`src/rtl/rf_wb_arbiter_if.sv`:
```
// Writeback arbiter bus: per-source result requests plus the registered
// register-file write stage and conflict statistics.
interface rf_wb_arbiter_if #(
   parameter int NUM_REQ = 3,
   parameter int XLEN    = 32
);
   logic [NUM_REQ-1:0]      req_valid;
   logic [NUM_REQ-1:0]      req_ready;
   logic [5*NUM_REQ-1:0]    req_rd;
   logic [XLEN*NUM_REQ-1:0] req_data;
   logic                    rf_wen;
   logic [4:0]              rf_waddr;
   logic [XLEN-1:0]         rf_wdata;
   logic [NUM_REQ-1:0]      wb_src;
   logic [31:0]             conflict_cnt;

   // Arbiter side: consumes requests, produces grants and the write stage.
   modport slave (
      input  req_valid, req_rd, req_data,
      output req_ready, rf_wen, rf_waddr, rf_wdata, wb_src, conflict_cnt
   );

   // Source/observer side: presents requests, sees grants and the write stage.
   modport master (
      output req_valid, req_rd, req_data,
      input  req_ready, rf_wen, rf_waddr, rf_wdata, wb_src, conflict_cnt
   );
endinterface

```
`src/rtl/rf_wb_arbiter.sv`:
```
// Round-robin arbiter for the single register-file write port. One source is
// granted per cycle; the granted result is registered into a one-cycle write
// stage that drives the RF and the scoreboard pending-clear path.
module rf_wb_arbiter #(
   parameter int NUM_REQ = 3,
   parameter int XLEN    = 32
) (
   input  logic             clk,
   input  logic             rst,
   rf_wb_arbiter_if.slave   bus
);

   localparam int PTR_W = (NUM_REQ > 1) ? $clog2(NUM_REQ) : 1;
   localparam logic [PTR_W-1:0] LAST_IDX = PTR_W'(NUM_REQ - 1);

   // Rotate requests so ptr sits at bit 0, isolate the lowest set bit, then
   // rotate back: this yields the first valid index at or after ptr.
   function automatic logic [NUM_REQ-1:0] rr_pick(
      input logic [NUM_REQ-1:0] valid,
      input logic [PTR_W-1:0]   ptr
   );
      logic [2*NUM_REQ-1:0] dbl;
      logic [NUM_REQ-1:0]   rot;
      logic [NUM_REQ-1:0]   low;
      logic [2*NUM_REQ-1:0] back;
      dbl  = {valid, valid} >> ptr;
      rot  = dbl[NUM_REQ-1:0];
      low  = rot & (~rot + NUM_REQ'(1));
      back = {low, low} << ptr;
      return back[2*NUM_REQ-1:NUM_REQ];
   endfunction

   // Index of the set bit of a one-hot vector (0 when empty).
   function automatic logic [PTR_W-1:0] onehot_idx(input logic [NUM_REQ-1:0] oh);
      logic [PTR_W-1:0] idx;
      idx = '0;
      for (int i = 0; i < NUM_REQ; i++) begin
         idx = idx | (oh[i] ? PTR_W'(i) : {PTR_W{1'b0}});
      end
      return idx;
   endfunction

   // Number of asserted request lines.
   function automatic logic [3:0] popcnt(input logic [NUM_REQ-1:0] v);
      logic [3:0] cnt;
      cnt = 4'd0;
      for (int i = 0; i < NUM_REQ; i++) begin
         cnt = cnt + {3'b000, v[i]};
      end
      return cnt;
   endfunction

   logic [PTR_W-1:0]   ptr_q, ptr_d;
   logic               wen_q, wen_d;
   logic [4:0]         waddr_q, waddr_d;
   logic [XLEN-1:0]    wdata_q, wdata_d;
   logic [NUM_REQ-1:0] src_q, src_d;
   logic [31:0]        cnt_q, cnt_d;

   logic [NUM_REQ-1:0] grant_s;
   logic [PTR_W-1:0]   grant_idx_s;
   logic               xfer_s;
   logic [4:0]         sel_rd_s;
   logic [XLEN-1:0]    sel_data_s;

   // Grant selection; nothing is accepted while reset is held.
   always_comb begin
      grant_s = '0;
      if (rst) begin
         grant_s = '0;
      end else begin
         grant_s = rr_pick(bus.req_valid, ptr_q);
      end
   end

   assign grant_idx_s   = onehot_idx(grant_s);
   assign xfer_s        = |grant_s;
   assign bus.req_ready = grant_s;

   // AND-OR mux of the granted source's destination and result.
   always_comb begin
      sel_rd_s   = 5'd0;
      sel_data_s = '0;
      for (int i = 0; i < NUM_REQ; i++) begin
         sel_rd_s   = sel_rd_s   | (bus.req_rd[5*i +: 5]       & {5{grant_s[i]}});
         sel_data_s = sel_data_s | (bus.req_data[XLEN*i +: XLEN] & {XLEN{grant_s[i]}});
      end
   end

   // Next-state: pointer moves past the winner, write stage captures the
   // winner, conflict counter saturates.
   always_comb begin
      ptr_d   = ptr_q;
      wen_d   = 1'b0;
      waddr_d = waddr_q;
      wdata_d = wdata_q;
      src_d   = grant_s;
      cnt_d   = cnt_q;
      if (xfer_s) begin
         ptr_d   = (grant_idx_s == LAST_IDX) ? {PTR_W{1'b0}} : grant_idx_s + PTR_W'(1);
         wen_d   = (sel_rd_s != 5'd0);
         waddr_d = sel_rd_s;
         wdata_d = sel_data_s;
      end else begin
         ptr_d   = ptr_q;
         wen_d   = 1'b0;
         waddr_d = waddr_q;
         wdata_d = wdata_q;
      end
      if ((popcnt(bus.req_valid) >= 4'd2) && (cnt_q != 32'hFFFF_FFFF)) begin
         cnt_d = cnt_q + 32'd1;
      end else begin
         cnt_d = cnt_q;
      end
   end

   // State registers; reset drops any pending write-stage entry.
   always_ff @(posedge clk) begin
      if (rst) begin
         ptr_q   <= '0;
         wen_q   <= 1'b0;
         waddr_q <= 5'd0;
         wdata_q <= '0;
         src_q   <= '0;
         cnt_q   <= 32'd0;
      end else begin
         ptr_q   <= ptr_d;
         wen_q   <= wen_d;
         waddr_q <= waddr_d;
         wdata_q <= wdata_d;
         src_q   <= src_d;
         cnt_q   <= cnt_d;
      end
   end

   assign bus.rf_wen       = wen_q;
   assign bus.rf_waddr     = waddr_q;
   assign bus.rf_wdata     = wdata_q;
   assign bus.wb_src       = src_q;
   assign bus.conflict_cnt = cnt_q;

endmodule
```
`src/flat_wrapper.sv`:
```
// flat-port wrapper written by rule: the top's interface ports become plain ports
module rf_wb_arbiter_flat 
#(
   parameter int NUM_REQ = 3,
   parameter int XLEN    = 32
)
  (clk, rst, bus_req_valid, bus_req_rd, bus_req_data, bus_req_ready, bus_rf_wen, bus_rf_waddr, bus_rf_wdata, bus_wb_src, bus_conflict_cnt);
  rf_wb_arbiter_if #(.NUM_REQ(NUM_REQ), .XLEN(XLEN)) bus_i ();
  input  logic clk;
  input  logic rst;
  input wire logic [$bits(bus_i.req_valid)-1:0] bus_req_valid;
  input wire logic [$bits(bus_i.req_rd)-1:0] bus_req_rd;
  input wire logic [$bits(bus_i.req_data)-1:0] bus_req_data;
  output wire logic [$bits(bus_i.req_ready)-1:0] bus_req_ready;
  output wire logic [$bits(bus_i.rf_wen)-1:0] bus_rf_wen;
  output wire logic [$bits(bus_i.rf_waddr)-1:0] bus_rf_waddr;
  output wire logic [$bits(bus_i.rf_wdata)-1:0] bus_rf_wdata;
  output wire logic [$bits(bus_i.wb_src)-1:0] bus_wb_src;
  output wire logic [$bits(bus_i.conflict_cnt)-1:0] bus_conflict_cnt;
  assign bus_i.req_valid = bus_req_valid;
  assign bus_i.req_rd = bus_req_rd;
  assign bus_i.req_data = bus_req_data;
  assign bus_req_ready = bus_i.req_ready;
  assign bus_rf_wen = bus_i.rf_wen;
  assign bus_rf_waddr = bus_i.rf_waddr;
  assign bus_rf_wdata = bus_i.rf_wdata;
  assign bus_wb_src = bus_i.wb_src;
  assign bus_conflict_cnt = bus_i.conflict_cnt;
  rf_wb_arbiter #(.NUM_REQ(NUM_REQ), .XLEN(XLEN)) u_core (.clk(clk), .rst(rst), .bus(bus_i));
endmodule
```
`config.mk`:
```
export PLATFORM = sky130hd
export DESIGN_NAME = rf_wb_arbiter_flat
export DESIGN_NICKNAME = d
export VERILOG_FILES = /design/src/rtl/rf_wb_arbiter_if.sv /design/src/rtl/rf_wb_arbiter.sv /design/src/flat_wrapper.sv
export SDC_FILE = /design/constraint.sdc
export NUM_CORES = 1
export LEC_CHECK = 0
export ABC_AREA = 1
export CORE_ASPECT_RATIO = 1.1
export CORE_UTILIZATION = 45
export DETAILED_ROUTE_END_ITERATION = 10
export PLACE_DENSITY = 0.83
export REMOVE_ABC_BUFFERS = 1
export SETUP_SLACK_MARGIN = 0.5
export SLEW_MARGIN = 5
export SYNTH_ARGS = -nofsm -noshare
export SYNTH_HDL_FRONTEND = slang
export SYNTH_SLANG_ARGS = --single-unit
```
`constraint.sdc`:
```
create_clock -name clk -period 3.3 [get_ports clk]
set_clock_uncertainty 0.2 [all_clocks]
set_input_delay 0.495 -clock clk [delete_from_list [all_inputs] [get_ports clk]]
set_output_delay 0.495 -clock clk [all_outputs]
set_load 0.02 [all_outputs]
```
# After elaboration in Yosys (flattened, before gate mapping)
# Index checks and enable logic that the tools add are counted.
# word_totals
ff_bits	75
input_bits	116
output_inout_bits	76
elab_cells	38
# op_classes
addsub	5
order_cmp	1
eq_ne	2
n_shift	2
n_mux	4
n_bitwise	14
reduce_logical	4
# ops
cell	n
32-bit bitwise AND	3
32-bit bitwise OR	2
32-bit by 1-bit adder with 32-bit output (second input constant)	1
32-bit inequality test (second input constant)	1
5-bit bitwise AND	3
5-bit bitwise OR	2
6-bit by 2-bit << shifter with 6-bit output	1
6-bit by 2-bit >> shifter with 3-bit output	1
5-bit nonzero test	1
4-bit by 1-bit adder with 4-bit output	1
4-bit by 2-bit greater-or-equal comparator with 1-bit output (second input constant)	1
2-bit 2-to-1 mux	2
3-bit by 1-bit adder with 3-bit output (second input constant)	1
3-bit bitwise AND	1
3-bit 2-to-1 mux	1
3-bit NOT	1
3-bit OR reduction	1
1-bit by 1-bit adder with 2-bit output	1
2-bit by 1-bit adder with 2-bit output (second input constant)	1
2-bit equality test (second input constant)	1
2-bit bitwise OR	1
2-bit OR reduction	1
1-bit logical AND	1
1-bit 2-to-1 mux	1
1-bit NOT	1

# Logic depth before layout (Yosys ltp)
# Gate-level depths: netlist of the first run.
# logic_depth
ltp_word	10
ltp_mapped	15
depth_no_buf	13

# Worst setup path after synthesis of the first run
# OpenSTA, ideal clock, no wires.
# synth_path
kind	reg2reg
startpoint	register u_core.cnt_q[1], in the netlist u_core.bus.conflict_cnt[1]
endpoint	register u_core.cnt_q[20], in the netlist u_core.bus.conflict_cnt[20]
setup_ps	119
arrival_ps	1920
required_time_ps	2981
path_slack_ps	1060
stages_incl_launch_ff	11
n_path_buf	0
cell_sequence	dfxtp_1 ha_1 nand2_1 nor3_1 nand2_1 nor3_1 nand3_1 nor2_2 nand2_1 o21ai_0 a21oi_1
# synth_via
elab_chain_len	2
# synth_lines
element	line_no	rtl
start: declaration	rf_wb_arbiter.sv:58	logic [31:0] cnt_q, cnt_d;
start signal: assignment	rf_wb_arbiter.sv:132	cnt_q <= cnt_d;
parallel branches: the longest is 2 deep, another holds 32-bit by 1-bit adder with 32-bit output	--	
# Several ways; the timed one is not identified.
# A chain may end at the register's enable or synchronous reset.

# Worst setup path after layout of the first run
# layout_path
startpoint	input port bus_req_valid[1]
endpoint	output port bus_req_ready[1]
# layout_via
elab_chain_len	6
# layout_lines
element	line_no	rtl
start: declaration	flat_wrapper.sv:11	input wire logic [$bits(bus_i.req_valid)-1:0] bus_req_valid;
6-bit by 2-bit >> shifter with 3-bit output (*)	rf_wb_arbiter.sv:26	dbl = {valid, valid} >> ptr;
3-bit NOT	rf_wb_arbiter.sv:28	low = rot & (~rot + NUM_REQ'(1));
3-bit by 1-bit adder with 3-bit output	rf_wb_arbiter.sv:28	
3-bit bitwise AND (*)	rf_wb_arbiter.sv:28	
6-bit by 2-bit << shifter with 6-bit output (*)	rf_wb_arbiter.sv:29	back = {low, low} << ptr;
3-bit 2-to-1 mux (*)	rf_wb_arbiter.sv:69	if (rst) begin
end: declaration	flat_wrapper.sv:14	output wire logic [$bits(bus_i.req_ready)-1:0] bus_req_ready;
# Mark *: on every way between the ends. The rest lies on a longest branch, timed or not.

==> flow_metrics.env, run 1 <==
export IMPL_critPathArrivalTime_ns=2.06
export IMPL_die_w_um=93.9
export IMPL_cts_hold_buf=0
export IMPL_min_period_over_period_pct=83.3
export IMPL_finalSetupViolCount=0
export IMPL_clockRootBuffer="clkbuf_8"
export IMPL_hold_viol=0
export IMPL_grt_setup_unrepaired="false"
export IMPL_fmax_mhz=364
export IMPL_drtIter0Drc=208
export IMPL_drt_pass1_iter_count=4
export IMPL_cp_end_kind="output pin"
export IMPL_irDropWorstVdd_mv=0.644
export IMPL_initial_core_util_pct=46.7
export IMPL_drv_cap=0
export IMPL_vias=4928
export IMPL_crit_fanout=5
export IMPL_cts_buffers=9
export IMPL_total_power_mw=5.05
export IMPL_wl_um=13800
export IMPL_min_period_ns=2.75
export IMPL_setup_tns_ns=0
export IMPL_synthFlopType="dfxtp_1"
export IMPL_num_rows=36
export IMPL_timing_hold_ws_ns=0.267
export IMPL_clk_pin_slew_ns=0.08
export IMPL_finalWeightedCongestion=0.918
export IMPL_synth_top_family_by_area="simple AND/OR/NAND/NOR gates"
export IMPL_synthMuxAreaShare_pct=0
export IMPL_synth_common_cells="180 x nand2_1, 101 x nor2_1, 75 x dfxtp_1, 63 x nand3_1, 49 x inv_1"
export IMPL_detailroute_wirelength_met2_um=7000
export IMPL_ys_types=29
export IMPL_synth_top_area_share_pct=35.9
export IMPL_p_leak_nw=2.66
export IMPL_seq_area_frac_synth_pct=35.9
export IMPL_synth_largest_area_cell="dfxtp_1"
export IMPL_max_slew_margin_pct=64.1
export IMPL_cp_required_ns=2.60
export IMPL_syn2layout_area_growth_pct=54.5
export IMPL_hold_class="register to register"
export IMPL_grtUsageTotal_pct=28.9
export IMPL_ant_nets=0
export IMPL_cts_buffer_depth=2
export IMPL_antenna_cells=0
export IMPL_grt_overflow_total=0
export IMPL_synthTopCellsByArea="dfxtp_1 36%, nand2_1 16%, nor2_1 9.1%, nand3_1 7.5%, a21oi_1 5.0%"
export IMPL_grt_start_max_net_pins=41
export IMPL_routed_via_density=5.12
export IMPL_die_height_um=103
export IMPL_dpl_hpwl_um=10500
export IMPL_cts_tree="built"
export IMPL_antenna_found_initial=0
export IMPL_io_pins=192
export IMPL_dr_wl_met3_um=944
export IMPL_synth_warnings=0
export IMPL_grt_pass1_wl_um=21700
export IMPL_post_route_util_pct=72.1
export IMPL_synth_edf_count=0
export IMPL_yosys_area_share_simple_pct=41.5
export IMPL_grt_pass1_vias=4725
export IMPL_ys_async_sr_fraction_pct=0
export IMPL_synthAdderAreaFrac_pct=0.598
export IMPL_wire_per_inst_um=14.3
export IMPL_synth_compound_area_share_pct=9.69
export IMPL_wl_met1_um=5180
export IMPL_dr_max_layer_used="met4"
export IMPL_synthXorXnorAreaFrac_pct=3.35
export IMPL_worstSkewPairLatency_ns=0.36
export IMPL_synth_most_common_cell="nand2_1"
export IMPL_fin_nets=961
export IMPL_core_area_um2=8960
export IMPL_syn_area_um2=4180
export IMPL_syn_inst=653
export IMPL_powerDensity_nw_per_um2=782
export IMPL_ys_seq_elements=75
export IMPL_status="finished clean"
export IMPL_drcViolationCount=0
export IMPL_cts_max_level=3
export IMPL_cts_sinks=75
export IMPL_synth_avg_cell_area_um2=6.41
export IMPL_io_buffers=191
export IMPL_stdcell_count=962
export IMPL_slew_violations=0
export IMPL_die_area_um2=9690
export IMPL_critPathKind="input pin to output pin"
export IMPL_cp_start_kind="input pin"
export IMPL_drive_gt1_share_pct=7.67
export IMPL_worstMarginPinSlew_ns=0.537
export IMPL_dp_cells=943
-- path summary, 6_finish.rpt --
path | from | to | slack [ns] | cells past startpoint
max | bus_req_valid[1] | bus_req_ready[1] | 0.55 | 10
max reg2reg | u_core.bus.conflict_cnt[1]$_SDFFE_PP0P_ | u_core.bus.conflict_cnt[7]$_SDFFE_PP0P_ | 0.78 | 13
min reg2reg | u_core.bus.rf_wdata[14]$_SDFFE_PP0P_ | u_core.bus.rf_wdata[14]$_SDFFE_PP0P_ | 0.27 | 2
min | u_core.bus.rf_wdata[14]$_SDFFE_PP0P_ | u_core.bus.rf_wdata[14]$_SDFFE_PP0P_ | 0.27 | 2
-- cells in the final DEF, fill, tap and decap left out, drive strengths merged --
| master | instances |
|---|---|
| nand4 | 18 |
| clkdlybuf4s50 | 186 |
| ha | 2 |
| nor3 | 12 |
| a21oi | 44 |
| inv | 56 |
| nor2 | 102 |
| nor4 | 7 |
| nand2 | 187 |
| nor3b | 1 |
| dlymetal6s2s | 2 |
| xor2 | 15 |
| buf | 18 |
| o21ai | 31 |
| xnor2 | 1 |
| a21o | 1 |
| clkinvlp | 2 |
| nand3 | 70 |
| nand3b | 2 |
| clkinv | 2 |
| bufinv | 2 |
| clkbuf | 12 |
| dfxtp | 75 |
-- cell type report --
class / instances / area, µm²
fill: 752 / 2500
multi-input combinational: 493 / 2330
timing repair buffer: 208 / 2050
sequential: 75 / 1500
inverter: 56 / 215
tap: 114 / 143
clock buffer: 10 / 128
clock inverter: 6 / 88.8
-- critical path, cell delays in order --
cell and delay, ns:
clkdlybuf4s50_1 0.50, nand2_1 0.12, nand3_2 0.15, nand2_4 0.09, nand2_2 0.09, nand3_4 0.09
a21oi_4 0.18, nand2_2 0.12, inv_2 0.08, buf_4 0.15
-- repair_timing --
item,in CTS,in global routing
gates resized for setup,15,13
endpoints found under the setup margin,3,5
cloned,0,0
hold endpoints to repair,0,0
buffers inserted,2,1
pin swaps,2,2
-- power by group --
part | switching [mW] | leakage, nW | internal [mW]
Sequential | 0.147 | 0.614 | 1.14
Combinational | 1.78 | 1.95 | 1.20
Clock | 0.359 | 0.103 | 0.427
-- through the flow --
step                      area (µm²)  setup WS [ns]
after floorplan                 4020          0.627
after global routing            6460          0.499
after detailed placement        6200       -0.00544
after CTS                       6430          0.452
final                           6460          0.549
after global placement          6200         0.0831
-- flip-flops by register name (all words and copies together), names as in the netlist --
name                     flops
u_core.bus.rf_wen            1
u_core.bus.conflict_cnt     32
u_core.ptr_q                 2
u_core.bus.rf_wdata         32
u_core.bus.rf_waddr          5
u_core.bus.wb_src            3
-- cell families (layout without fill, tap and decap cells) --
group,after synthesis,in the layout
AND/OR/NAND/NOR,399,399
buffers and inverters,85,280
AO/OA/AOI/OAI,76,76
flip-flops,75,75
XOR/XNOR,16,16
adder cells (fa/ha/maj),2,2
-- per-layer routing --
| metal | vias to the layer above | global-route usage, % |
|---|---|---|
| met5 | - | 0 |
| met1 | 2196 | 30.3 |
| met3 | 45 | 7.08 |
| li1 | 2482 | - |
| met4 | 0 | 16.4 |
| met2 | 205 | 52.7 |
Note: power is estimated with default switching activity, not from simulation.
==> inputs of run 2 (changes only) <==
--- a/config.mk
+++ b/config.mk
@@ -7,9 +7,9 @@
 export LEC_CHECK = 0
 export ABC_AREA = 1
 export CORE_ASPECT_RATIO = 1.1
-export CORE_UTILIZATION = 45
+export CORE_UTILIZATION = 42
 export DETAILED_ROUTE_END_ITERATION = 10
-export PLACE_DENSITY = 0.83
+export PLACE_DENSITY = 0.78
 export REMOVE_ABC_BUFFERS = 1
 export SETUP_SLACK_MARGIN = 0.5
 export SLEW_MARGIN = 5
==> constraint.sdc (replaced) <==
create_clock -name clk -period 2.6 [get_ports clk]
set_clock_uncertainty 0.2 [all_clocks]
set_input_delay 0.39 -clock clk [delete_from_list [all_inputs] [get_ports clk]]
set_output_delay 0.39 -clock clk [all_outputs]
set_load 0.02 [all_outputs]
==> flow_metrics.env, run 2 (same netlist as run 1, synthesis figures left out) <==
export IMPL_status="finished clean"
export IMPL_clk_pin_slew_ns=0.07
export IMPL_power_share_clock_pct=11.9
export IMPL_num_rows=37
export IMPL_hold_class="register to register"
export IMPL_slew_violations=0
export IMPL_wire_per_inst_um=15.5
export IMPL_vias=5282
export IMPL_cts_sinks=75
export IMPL_worst_path_max_delay_cell="dfxtp_4"
export IMPL_combinationalPowerShare_pct=65.6
export IMPL_ant_nets=0
export IMPL_grt_start_max_net_pins=41
export IMPL_crit_path_cell_trace="nand2_1 -> nand2_1 -> nand2_1 -> nand2_1 -> nand4_1 -> nand3_2 -> nand3_4 -> inv_4 -> buf_6"
export IMPL_min_period_ns=2.31
export IMPL_p_int_mw=4.07
export IMPL_io_buffers=191
export IMPL_crit_buf_inv=2
export IMPL_mostFrequentLayoutCell="clkdlybuf4s50_1"
export IMPL_cts_tree="built"
export IMPL_initial_core_util_pct=43.9
export IMPL_antenna_cells=0
export IMPL_cts_buffer_depth=2
export IMPL_cp_start_kind="register"
export IMPL_io_pins=192
export IMPL_cp_end_kind="output pin"
export IMPL_min_period_over_period_pct=89.0
export IMPL_seq_power_share_pct=22.5
export IMPL_die_height_um=107
export IMPL_grt_overflow_total=0
export IMPL_fin_nets=992
export IMPL_post_route_util_pct=73.7
export IMPL_clockRootBuffer="clkbuf_8"
export IMPL_grt_pass1_wl_um=23400
export IMPL_worstSkewPairLatency_ns=0.34
export IMPL_p_sw_share_pct=44.4
export IMPL_critPathArrivalTime_ns=1.72
export IMPL_grt_setup_unrepaired="true"
export IMPL_powerDensity_nw_per_um2=1040
export IMPL_drive_gt1_share_pct=15.7
export IMPL_wl_um=15400
export IMPL_p_leak_nw=2.98
export IMPL_finalWeightedCongestion=0.926
export IMPL_crit_fanout=6
export IMPL_grt_pass1_vias=5065
export IMPL_dpl_hpwl_um=11000
export IMPL_critPathKind="register to output pin"
export IMPL_fmax_mhz=432
export IMPL_hold_viol=0
export IMPL_cts_buffers=9
export IMPL_grtUsageTotal_pct=28.0
export IMPL_switching_power_mw=3.26
export IMPL_die_area_um2=10400
export IMPL_core_area_um2=9540
export IMPL_die_w_um=97.2
export IMPL_drv_cap=0
export IMPL_antenna_found_initial=0
export IMPL_total_power_mw=7.33
export IMPL_syn2layout_area_growth_pct=67.9
export IMPL_drtIter0Drc=253
export IMPL_cts_max_level=3
export IMPL_final_cell_mix="180 x clkdlybuf4s50_1, 172 x nand2_1, 90 x nor2_1, 67 x dfxtp_1, 55 x nand3_1"
export IMPL_timing_hold_ws_ns=0.263
export IMPL_routed_via_density=5.31
export IMPL_irDropWorstVdd_mv=0.509
export IMPL_finalSetupViolCount=0
export IMPL_slowest_delay_ns=0.41
export IMPL_cts_hold_buf=0
export IMPL_cp_required_ns=2.01
export IMPL_drcViolationCount=0
export IMPL_drt_pass1_iter_count=5
export IMPL_multi_input_area_um2=2540
export IMPL_worstMarginPinSlew_ns=0.453
export IMPL_regArea_um2=1520
export IMPL_fill_cells=745
export IMPL_crit_family="simple AND/OR/NAND/NOR gates"
export IMPL_max_slew_margin_pct=69.8
export IMPL_path_common_cell="nand2_1"
-- run 2: changes by cell type in the layout (fill, tap and decap cells not counted), sizes merged, moves of 2 or more --
cell	previous run	this run
clkdlybuf4s50	186	180
dlymetal6s2s	2	4
clkinvlp	2	0
buf	18	49
dlygate4sd2	0	4
-- run 2: stage by stage --
stage | instance area [µm²] | TNS (ns) | worst slack [ns] | instances
floorplan | 4020 | -0.216 | -0.0727 | 624
finish | 7020 | 0 | 0.287 | 994
detailed placement | 6340 | -0.0405 | -0.0399 | 959
CTS | 6800 | 0 | 0.296 | 985
global route | 7020 | 0 | 0.206 | 994
global placement | 6340 | 0 | 0.0379 | 959
-- run 2: repair_timing --
item	4_1_cts	5_1_grt
gates cloned	1	2
resized for setup	47	50
buffers inserted	11	7
setup endpoints to repair	74	72
pin swaps	13	19
-- run 2: power groups by stage --
stage / combinational (mW) / clock [mW] / sequential [mW]
after floorplan: 1.84 / 0 / 1.94
after global placement: 3.84 / 0 / 1.64
after detailed placement: 3.93 / 0 / 1.65
after CTS: 4.37 / 0.875 / 1.64
after global routing: 5.18 / 0.930 / 1.68
final: 4.81 / 0.875 / 1.65
-- run 2: routing by layer --
| layer | wire length (µm) | track usage [%] | part of all wire [%] | up-vias |
|---|---|---|---|---|
| li1 | - | - | - | 2548 |
| met1 | 5490 | 28.2 | 36 | 2385 |
| met2 | 7810 | 51.5 | 51 | 283 |
| met3 | 1220 | 6.13 | 7.9 | 66 |
| met4 | 869 | 19.2 | 5.6 | 0 |
| met5 | 0 | 0 | 0 | - |
-- run 2: area by class of cell --
cell class	count	area share, %
Timing Repair Buffer	239	34.3
Multi-Input combinational cell	493	36.1
Inverter	56	3.28
Sequential cell	75	21.6
Clock inverter	3	0.570
Tap cell	117	2.08
Clock buffer	11	2.01
-- run 2: worst paths after layout --
kind	from	end	slack (ns)	cells after the start
max reg2reg	u_core.ptr_q[0]$_SDFFE_PP0P_	u_core.bus.rf_waddr[4]$_SDFFE_PP0P_	0.33	13
max	u_core.ptr_q[0]$_SDFFE_PP0P_	bus_req_ready[2]	0.29	9
min	u_core.bus.rf_wdata[17]$_SDFFE_PP0P_	u_core.bus.rf_wdata[17]$_SDFFE_PP0P_	0.26	2
min reg2reg	u_core.bus.rf_wdata[17]$_SDFFE_PP0P_	u_core.bus.rf_wdata[17]$_SDFFE_PP0P_	0.26	2
-- run 2: worst min-delay path, stage by stage (launching register included) --
cell     delay, ns
dfxtp_1       0.31
nand2_1       0.06
a21oi_1       0.05
==> inputs of run 3 (changes only) <==
==> constraint.sdc (replaced) <==
create_clock -name clk -period 2.4 [get_ports clk]
set_clock_uncertainty 0.2 [all_clocks]
set_input_delay 0.36 -clock clk [delete_from_list [all_inputs] [get_ports clk]]
set_output_delay 0.36 -clock clk [all_outputs]
set_load 0.02 [all_outputs]
==> flow_metrics.env, run 3 (same netlist as run 1, synthesis figures left out) <==
export IMPL_regArea_um2=1530
export IMPL_wire_per_inst_um=17.6
export IMPL_grt_pass1_wl_um=25600
export IMPL_min_path_cells=2
export IMPL_io_pins=192
export IMPL_grt_pass1_vias=5443
export IMPL_drive_gt1_share_pct=26.6
export IMPL_hold_viol=0
export IMPL_cts_tree="built"
export IMPL_p_int_mw=4.78
export IMPL_syn2layout_area_growth_pct=86.0
export IMPL_mostFrequentLayoutCell="nand2_1"
export IMPL_crit_fanout=5
export IMPL_core_area_um2=9540
export IMPL_initial_core_util_pct=43.9
export IMPL_p_leak_nw=3.79
export IMPL_critPathArrivalTime_ns=1.75
export IMPL_num_rows=37
export IMPL_cts_hold_buf=0
export IMPL_placed_area_um2=6470
export IMPL_r2r_end="u_core.ptr_q[0]$_SDFFE_PP0P_"
export IMPL_clk_pin_slew_ns=0.09
export IMPL_max_slew_margin_pct=65.5
export IMPL_powerDensity_nw_per_um2=1100
export IMPL_post_route_util_pct=81.6
export IMPL_antenna_cells=0
export IMPL_routed_via_density=5.42
export IMPL_grt_overflow_total=0
export IMPL_wl_um=18000
export IMPL_setup_ws_ns=0.0885
export IMPL_worstMarginPinSlew_ns=0.513
export IMPL_min_to="u_core.bus.rf_wdata[14]$_SDFFE_PP0P_"
export IMPL_drcViolationCount=0
export IMPL_dp_cells=978
export IMPL_r2r_start="u_core.ptr_q[0]$_SDFFE_PP0P_"
export IMPL_hold_class="register to register"
export IMPL_vias=5533
export IMPL_irDropWorstVdd_mv=0.744
export IMPL_grt_start_max_net_pins=34
export IMPL_cp_end_kind="output pin"
export IMPL_cts_max_level=3
export IMPL_finalSetupViolCount=0
export IMPL_fin_nets=1017
export IMPL_final_cell_mix="151 x nand2_1, 131 x clkdlybuf4s50_1, 86 x nor2_1, 58 x dfxtp_1, 51 x nand3_1"
export IMPL_ant_nets=0
export IMPL_die_w_um=97.2
export IMPL_antenna_found_initial=0
export IMPL_hold_start="u_core.bus.rf_wdata[14]$_SDFFE_PP0P_"
export IMPL_worstSkewPairLatency_ns=0.36
export IMPL_min_period_over_period_pct=96.3
export IMPL_switching_power_mw=3.74
export IMPL_drtIter0Drc=275
export IMPL_critPathKind="register to output pin"
export IMPL_cp_start_kind="register"
export IMPL_seq_power_share_pct=21.0
export IMPL_combinationalPowerShare_pct=66.1
export IMPL_grtUsageTotal_pct=30.6
export IMPL_r2r_cells=13
export IMPL_fmax_mhz=433
export IMPL_io_buffers=191
export IMPL_rrSetupSlack_ns=0.15
export IMPL_multi_input_area_um2=2960
export IMPL_status="finished clean"
export IMPL_worstSetupStartpoint="u_core.ptr_q[0]$_SDFFE_PP0P_"
export IMPL_p_sw_share_pct=43.9
export IMPL_power_share_clock_pct=13.0
export IMPL_grt_setup_unrepaired="true"
export IMPL_place_ws_ns=-0.179
export IMPL_drt_pass1_iter_count=6
export IMPL_drv_cap=0
export IMPL_cts_buffer_depth=2
export IMPL_min_period_ns=2.31
export IMPL_slew_violations=0
export IMPL_finalWeightedCongestion=0.969
export IMPL_cts_buffers=9
export IMPL_die_area_um2=10400
export IMPL_die_height_um=107
export IMPL_cts_sinks=75
export IMPL_stdcell_count=1020
export IMPL_final_area_um2=7780
export IMPL_dpl_hpwl_um=11400
export IMPL_cp_required_ns=1.84
export IMPL_fill_cells=604
export IMPL_clockRootBuffer="clkbuf_8"
run 3: what timing repair did:
action,CTS,global route
endpoints found under the setup margin,112,95
setup buffers,14,10
gates resized for setup,170,105
gates cloned,3,0
pin swaps,22,29
run 3: stage by stage:
step	hold slack (ns)	total power, mW	TNS [ns]
global placement	0.252	6.08	-2.69
finish	0.266	8.52	0
floorplan	0.229	4.09	-3.84
global route	0.282	8.98	0
CTS	0.268	8.19	0
detailed placement	0.258	6.19	-6.36
run 3: layout make-up:
cell class	instances	area share, %
clock buffer	10	1.77
clock inverter	5	0.997
inverter	56	3.14
multi-input combinational	493	38.0
sequential	75	19.6
tap	117	1.88
timing repair buffer	264	34.6
run 3: how the worst max path moves through the flow:
| stage | endpoint |
|---|---|
| after floorplan | u_core.bus.conflict_cnt[7]$_SDFFE_PP0P_ |
| after global placement | u_core.bus.rf_wdata[15]$_SDFFE_PP0P_ |
| after detailed placement | bus_req_ready[0] |
| after CTS | bus_req_ready[0] |
| after global routing | bus_req_ready[0] |
| final | bus_req_ready[0] |
run 3: critical path, stage by stage, from the launching register on:
cell	delay (ns)
dfxtp_4	0.41
inv_8	0.06
nand2_4	0.09
nand3_4	0.09
nand2_4	0.09
nand4_1	0.15
buf_4	0.18
nand3_4	0.06
nand2_4	0.06
inv_4	0.07
buf_6	0.12
run 3: routing by layer:
layer,global-route usage (%),routed length [µm],vias up
li1,-,-,2597
met1,32.7,6110,2505
met2,57.6,9290,356
met3,5.22,1580,75
met4,15.7,986,0
met5,0,0,-
run 3: power by group through the flow:
stage	clock network, mW	logic (mW)	registers (mW)
CTS	1.09	5.33	1.77
detailed placement	0	4.42	1.77
global route	1.15	6.01	1.81
floorplan	0	1.99	2.10
global placement	0	4.32	1.76
finish	1.10	5.63	1.79
